## src/rtl/decode_stage.sv

```systemverilog
// RV32I decode stage: register file with write-back bypass, immediate extension,
// control generation and the ID/EX pipeline register feeding execute.
module decode_stage #(
    parameter int          XLEN      = 32,
    parameter logic [31:0] NOP_INSTR = 32'h00000013
) (
    input  logic            clk,
    input  logic            rst,
    input  logic [31:0]     InstrD,
    input  logic [XLEN-1:0] PCD,
    input  logic [XLEN-1:0] PCPlus4D,
    input  logic            StallE,
    input  logic            FlushE,
    input  logic            RegWriteW,
    input  logic [4:0]      RdW,
    input  logic [XLEN-1:0] ResultW,
    output logic [4:0]      Rs1D,
    output logic [4:0]      Rs2D,
    output logic [XLEN-1:0] RD1E,
    output logic [XLEN-1:0] RD2E,
    output logic [XLEN-1:0] ImmExtE,
    output logic [XLEN-1:0] PCE,
    output logic [XLEN-1:0] PCPlus4E,
    output logic [4:0]      Rs1E,
    output logic [4:0]      Rs2E,
    output logic [4:0]      RdE,
    output logic            RegWriteE,
    output logic            MemWriteE,
    output logic            ALUSrcE,
    output logic            BranchE,
    output logic            JumpE,
    output logic            JalrE,
    output logic [1:0]      ResultSrcE,
    output logic [3:0]      ALUControlE,
    output logic            IllegalE
);
    localparam logic [6:0] OP_R    = 7'b0110011;
    localparam logic [6:0] OP_IALU = NOP_INSTR[6:0];
    localparam logic [6:0] OP_LOAD = 7'b0000011;
    localparam logic [6:0] OP_STORE= 7'b0100011;
    localparam logic [6:0] OP_BR   = 7'b1100011;
    localparam logic [6:0] OP_JAL  = 7'b1101111;
    localparam logic [6:0] OP_JALR = 7'b1100111;
    localparam logic [6:0] OP_LUI  = 7'b0110111;

    localparam logic [3:0] ALU_ADD = 4'h0, ALU_SUB = 4'h1, ALU_AND = 4'h2, ALU_OR   = 4'h3,
                           ALU_XOR = 4'h4, ALU_SLT = 4'h5, ALU_SLTU = 4'h6, ALU_SLL = 4'h7,
                           ALU_SRL = 4'h8, ALU_SRA = 4'h9, ALU_PASSB = 4'hA;

    typedef struct packed {
        logic [XLEN-1:0] rd1;
        logic [XLEN-1:0] rd2;
        logic [XLEN-1:0] imm;
        logic [XLEN-1:0] pc;
        logic [XLEN-1:0] pc4;
        logic [4:0]      rs1;
        logic [4:0]      rs2;
        logic [4:0]      rd;
        logic            regwrite;
        logic            memwrite;
        logic            alusrc;
        logic            branch;
        logic            jump;
        logic            jalr;
        logic [1:0]      resultsrc;
        logic [3:0]      aluctl;
        logic            illegal;
    } idex_t;

    idex_t           idex_d, idex_q;
    logic [XLEN-1:0] rf_q [32];
    logic [6:0]      op;
    logic [2:0]      f3;
    logic            f7b5;
    logic            wb_en;
    logic [3:0]      alu_f3;

    assign op    = InstrD[6:0];
    assign f3    = InstrD[14:12];
    assign f7b5  = InstrD[30];
    assign Rs1D  = InstrD[19:15];
    assign Rs2D  = InstrD[24:20];
    assign wb_en = RegWriteW && (RdW != 5'd0);

    // Shared R/I-ALU function select; the add/sub split is R-type only.
    always_comb begin
        alu_f3 = ALU_ADD;
        case (f3)
            3'b000: alu_f3 = (op == OP_R && f7b5) ? ALU_SUB : ALU_ADD;
            3'b001: alu_f3 = ALU_SLL;
            3'b010: alu_f3 = ALU_SLT;
            3'b011: alu_f3 = ALU_SLTU;
            3'b100: alu_f3 = ALU_XOR;
            3'b101: alu_f3 = f7b5 ? ALU_SRA : ALU_SRL;
            3'b110: alu_f3 = ALU_OR;
            default: alu_f3 = ALU_AND;
        endcase
    end

    always_comb begin
        idex_d     = '0;
        idex_d.pc  = PCD;
        idex_d.pc4 = PCPlus4D;
        idex_d.rs1 = Rs1D;
        idex_d.rs2 = Rs2D;
        idex_d.rd  = InstrD[11:7];
        // Bypass lets the ID/EX register catch a value being written this same edge.
        if (Rs1D == 5'd0)                  idex_d.rd1 = '0;
        else if (wb_en && RdW == Rs1D)     idex_d.rd1 = ResultW;
        else                               idex_d.rd1 = rf_q[Rs1D];
        if (Rs2D == 5'd0)                  idex_d.rd2 = '0;
        else if (wb_en && RdW == Rs2D)     idex_d.rd2 = ResultW;
        else                               idex_d.rd2 = rf_q[Rs2D];

        case (op)
            OP_R: begin
                idex_d.regwrite = 1'b1;
                idex_d.aluctl   = alu_f3;
            end
            OP_IALU: begin
                idex_d.regwrite = 1'b1;
                idex_d.alusrc   = 1'b1;
                idex_d.aluctl   = alu_f3;
                idex_d.imm      = {{20{InstrD[31]}}, InstrD[31:20]};
            end
            OP_LOAD: begin
                idex_d.regwrite  = 1'b1;
                idex_d.alusrc    = 1'b1;
                idex_d.resultsrc = 2'b01;
                idex_d.imm       = {{20{InstrD[31]}}, InstrD[31:20]};
            end
            OP_STORE: begin
                idex_d.memwrite = 1'b1;
                idex_d.alusrc   = 1'b1;
                idex_d.imm      = {{20{InstrD[31]}}, InstrD[31:25], InstrD[11:7]};
            end
            OP_BR: begin
                idex_d.branch = 1'b1;
                idex_d.aluctl = ALU_SUB;
                idex_d.imm    = {{19{InstrD[31]}}, InstrD[31], InstrD[7], InstrD[30:25],
                                 InstrD[11:8], 1'b0};
            end
            OP_JAL: begin
                idex_d.jump      = 1'b1;
                idex_d.regwrite  = 1'b1;
                idex_d.resultsrc = 2'b10;
                idex_d.imm       = {{11{InstrD[31]}}, InstrD[31], InstrD[19:12], InstrD[20],
                                    InstrD[30:21], 1'b0};
            end
            OP_JALR: begin
                idex_d.jump      = 1'b1;
                idex_d.jalr      = 1'b1;
                idex_d.regwrite  = 1'b1;
                idex_d.alusrc    = 1'b1;
                idex_d.resultsrc = 2'b10;
                idex_d.imm       = {{20{InstrD[31]}}, InstrD[31:20]};
            end
            OP_LUI: begin
                idex_d.regwrite = 1'b1;
                idex_d.alusrc   = 1'b1;
                idex_d.aluctl   = ALU_PASSB;
                idex_d.imm      = {InstrD[31:12], 12'b0};
            end
            default: idex_d.illegal = (InstrD != 32'h0);
        endcase
    end

    always_ff @(posedge clk) begin
        if (rst) begin
            idex_q <= '0;
            for (int i = 0; i < 32; i++) rf_q[i] <= '0;
        end else begin
            if (FlushE)       idex_q <= '0;
            else if (!StallE) idex_q <= idex_d;
            if (wb_en) rf_q[RdW] <= ResultW;
        end
    end

    assign RD1E        = idex_q.rd1;
    assign RD2E        = idex_q.rd2;
    assign ImmExtE     = idex_q.imm;
    assign PCE         = idex_q.pc;
    assign PCPlus4E    = idex_q.pc4;
    assign Rs1E        = idex_q.rs1;
    assign Rs2E        = idex_q.rs2;
    assign RdE         = idex_q.rd;
    assign RegWriteE   = idex_q.regwrite;
    assign MemWriteE   = idex_q.memwrite;
    assign ALUSrcE     = idex_q.alusrc;
    assign BranchE     = idex_q.branch;
    assign JumpE       = idex_q.jump;
    assign JalrE       = idex_q.jalr;
    assign ResultSrcE  = idex_q.resultsrc;
    assign ALUControlE = idex_q.aluctl;
    assign IllegalE    = idex_q.illegal;
endmodule
```

## config.mk

```make
export PLATFORM = sky130hd
export DESIGN_NAME = decode_stage
export DESIGN_NICKNAME = d
export VERILOG_FILES = /design/src/rtl/decode_stage.sv
export SDC_FILE = /design/constraint.sdc
export NUM_CORES = 2
export LEC_CHECK = 0
export ABC_AREA = 1
export CAP_MARGIN = 15
export CORE_ASPECT_RATIO = 0.6
export CORE_MARGIN = 2
export CORE_UTILIZATION = 45
export DETAILED_ROUTE_END_ITERATION = 8
export SLEW_MARGIN = 0
export SYNTH_ARGS = -nofsm -noshare
export SYNTH_HDL_FRONTEND = slang
export SYNTH_SLANG_ARGS = --single-unit
```

## constraint.sdc

```tcl
create_clock -name clk -period 3.99 [get_ports clk]
set_input_delay 0.9975 -clock clk [delete_from_list [all_inputs] [get_ports clk]]
set_output_delay 0.9975 -clock clk [all_outputs]
set_load 0.005 [all_outputs]
```

==> flow_metrics.env <==
export IMPL_outcome="complete, no violations"
export IMPL_synth_cell_area_um2=67140
export IMPL_drtIter0Drc=8792
export IMPL_start_util_pct=45.46
export IMPL_clkPwrFrac_pct=38.9
export IMPL_placed_cells=11000
export IMPL_cts_clk_slew_worst_paths_ns=0.07
export IMPL_relSlewSlack_pct=22.94
export IMPL_maxSlewViolCount=0
export IMPL_synth_largest_area_cell="edfxtp_1"
export IMPL_switching_share_pct=27.97
export IMPL_die_w_um=502.7
export IMPL_yosysSeqAreaShare_pct=51.40
export IMPL_clock_sinks=1212
export IMPL_gp_congestion=0.9445
export IMPL_grt_pass1_wl_um=367000
export IMPL_drive_above_1_share_pct=6.111
export IMPL_core_um2=147700
export IMPL_cts_tree="yes"
export IMPL_combinationalPowerShare_pct=14.3
export IMPL_drv_cap=0
export IMPL_cp_end_kind="primary output"
export IMPL_worstSetupPathType="in -> out"
export IMPL_cts_resized=0
export IMPL_io_buffers=335
export IMPL_grt_pass1_vias=57380
export IMPL_cpMostUsedCell="buf_4"
export IMPL_die_area_um2=152400
export IMPL_cts_hold_buf=0
export IMPL_startpoint_type="primary input"
export IMPL_syn_inst=9045
export IMPL_cts_root_buf="clkbuf_16"
export IMPL_routed_via_density=5.593
export IMPL_antenna_found_initial=1
export IMPL_htreeDepth=3
export IMPL_ir_drop_v=0.0003980
export IMPL_drc=0
export IMPL_hold_class="reg -> reg"
export IMPL_hold_viol_final=0
export IMPL_final_nets=9260
export IMPL_syn_avg_cell_area_um2=7.423
export IMPL_cp_arrival_ns=2.30
export IMPL_grt_usage_pct=31.89
export IMPL_path_max_fanout=34
export IMPL_synth_seq_cells=1212
export IMPL_clk_latency_ns=0.76
export IMPL_num_io_pins=336
export IMPL_wl_per_cell_um=22.29
export IMPL_power_leakage_nw=34.89
export IMPL_diodes=0
export IMPL_detail_route_antenna_nets=0
export IMPL_cts_max_path_buffers=3
export IMPL_switching_power_mw=8.749
export IMPL_fin_cells=11230
export IMPL_worst_slew_pin_slew_ns=1.153
export IMPL_grt_max_degree=129
export IMPL_synth_warnings=0
export IMPL_tns_ns=0
export IMPL_routed_wl_um=250200
export IMPL_vias=62790
export IMPL_cts_buffers=120
export IMPL_fmax_mhz=303.5
export IMPL_dp_hpwl_um=167200
export IMPL_worst_path_buf_inv=3
export IMPL_fin_crit_sh_pct=82.58
export IMPL_postCtsSetupRepairBufs=0
export IMPL_cp_required_ns=2.99
export IMPL_critPathTopFamily="buffers and inverters"
export IMPL_synth_top_area_share_pct=45.80
export IMPL_seqPwrFrac_pct=46.8
export IMPL_global_route_overflow_total=0
export IMPL_cp_slowest_stage_delay_ns=0.62
export IMPL_rsz0062_at_grt="false"
export IMPL_synthDistinctLibCells=31
export IMPL_final_min_clock_period_ns=3.295
export IMPL_setup_viol=0
export IMPL_crit_chain="buf_4 -> buf_4 -> clkdlybuf4s50_1"
export IMPL_skew_ns=0.03733
export IMPL_rows=109
export IMPL_power_density_nw_per_um2=403.8
export IMPL_die_h_um=303.2
export IMPL_syn_to_final_growth_pct=15.37
export IMPL_r2r_slack_ns=2.12
export IMPL_firstDrtPassIters=8
export IMPL_internal_power_mw=22.53
export IMPL_yosys_top_cells_area="edfxtp_1 46%, nand2_1 16%, nand3_1 11%"
export IMPL_slowest_stage="clkdlybuf4s50_1"
[power by group through the flow]
stage / Clock (mW) / Sequential [mW] / Combinational [mW]
CTS: 12.3 / 14.6 / 4.39
detailed placement: 0 / 14.9 / 4.36
floorplan: 0 / 14.8 / 2.56
global placement: 0 / 14.9 / 4.31
finish: 12.2 / 14.6 / 4.49
global route: 12.8 / 14.7 / 4.84
[per-layer routing]
metal	GRT usage [%]	up-vias	share of wire (%)
met1	48.15	29690	43
met3	6.283	439	12
met4	10.59	0	3.3
met5	0	-	0
li1	-	28790	-
met2	45.50	3869	42
[worst register-to-register path, cell delays in order, from the launching register on]
cell and delay, ns:
edfxtp_1 0.39, nand2_1 0.08, nand3_1 0.08, nand3_1 0.11, nand2_1 0.06, nor2_1 0.22
nand2_1 0.09, nand2_1 0.13, nand2_1 0.07, nand2_1 0.38, a21oi_1 0.12
[cells by family after synthesis]
family	Yosys count	synth area share, %
xor gates and xnor gates	8	0.1043
AOI/OAI and AO/OA	485	4.122
other	1	0.005585
and+or+nand+nor	5536	33.70
DFF	1212	51.40
buffers and inverters	1803	10.66
[synthesized netlist by cell type]
library cell / instances
or3_1: 1
o22ai_1: 4
buf_2: 279
o211ai_1: 128
nand3_1: 1424
inv_1: 1086
nor2_1: 1145
clkbuf_1: 359
clkinv_1: 2
nand2_1: 2938
buf_4: 10
a21oi_1: 318
o21bai_1: 1
xor2_1: 4
nand4_1: 9
clkbuf_2: 3
nor3_2: 3
xnor2_1: 4
o21ai_0: 31
nand2_2: 1
nor4_1: 2
a41oi_1: 1
nor2_2: 1
edfxtp_1: 1024
inv_2: 5
dfxtp_1: 188
buf_1: 59
nor3_1: 12
o211a_1: 1
o21ai_2: 1
conb_1: 1
[sequential cells by signal, indices dropped and copies added, names as in the netlist]
signal and flops:
PCPlus4E 32, RD2E 32, JalrE 1, ALUControlE 4, RegWriteE 1, MemWriteE 1, rf_q 1024, Rs1E 5
Rs2E 5, RD1E 32, JumpE 1, IllegalE 1, BranchE 1, ALUSrcE 1, RdE 5, ImmExtE 32
PCE 32, ResultSrcE 2
[cell type report]
cell class / count / area, um2
Fill cell: 14020 / 70240
Inverter: 1093 / 4143
Clock inverter: 62 / 555.5
Tap cell: 1998 / 2500
Multi-Input combinational cell: 6061 / 25740
Timing Repair Buffer: 634 / 6407
Sequential cell: 1212 / 34510
Clock buffer: 167 / 3608
[cells in the final DEF, fill, tap and decap left out, drive strengths merged, types with 2 or more instances in the layout]
| master | Yosys | layout |
|---|---|---|
| a21oi | 318 | 318 |
| buf | 348 | 311 |
| bufinv | 0 | 8 |
| clkbuf | 362 | 167 |
| clkdlybuf4s50 | 0 | 323 |
| clkinv | 2 | 41 |
| clkinvlp | 0 | 2 |
| conb | 1 | 32 |
| dfxtp | 188 | 188 |
| edfxtp | 1024 | 1024 |
| inv | 1091 | 1104 |
| nand2 | 2939 | 2939 |
| nand3 | 1424 | 1424 |
| nand4 | 9 | 9 |
| nor2 | 1146 | 1146 |
| nor3 | 15 | 15 |
| nor4 | 2 | 2 |
| o211ai | 128 | 128 |
| o21ai | 32 | 32 |
| o22ai | 4 | 4 |
| xnor2 | 4 | 4 |
| xor2 | 4 | 4 |
[final timing paths]
kind | startpoint | cells after the start | to
worst max register to register | rf_q[5][0] | 10 | RD1E[0]
worst min-delay path | PCPlus4E[29] | 2 | PCPlus4E[29]
worst max-delay path | InstrD[23] | 3 | Rs2D[3]
worst min register to register | PCPlus4E[29] | 2 | PCPlus4E[29]
[metrics by stage]
step,total power [mW],cell area [um2],hold WS [ns],setup slack [ns],util (%)
detailed placement,19.25,73300,0.4541,0.4394,49.63
floorplan,17.37,67260,0.4527,0.7373,-
global placement,19.18,73300,0.4473,0.4427,49.63
global route,32.27,77460,0.4834,0.7056,52.45
CTS,31.27,77460,0.4638,0.7316,52.45
finish,31.28,77460,0.4643,0.6951,52.45
Power figures use the tool's default switching activity.
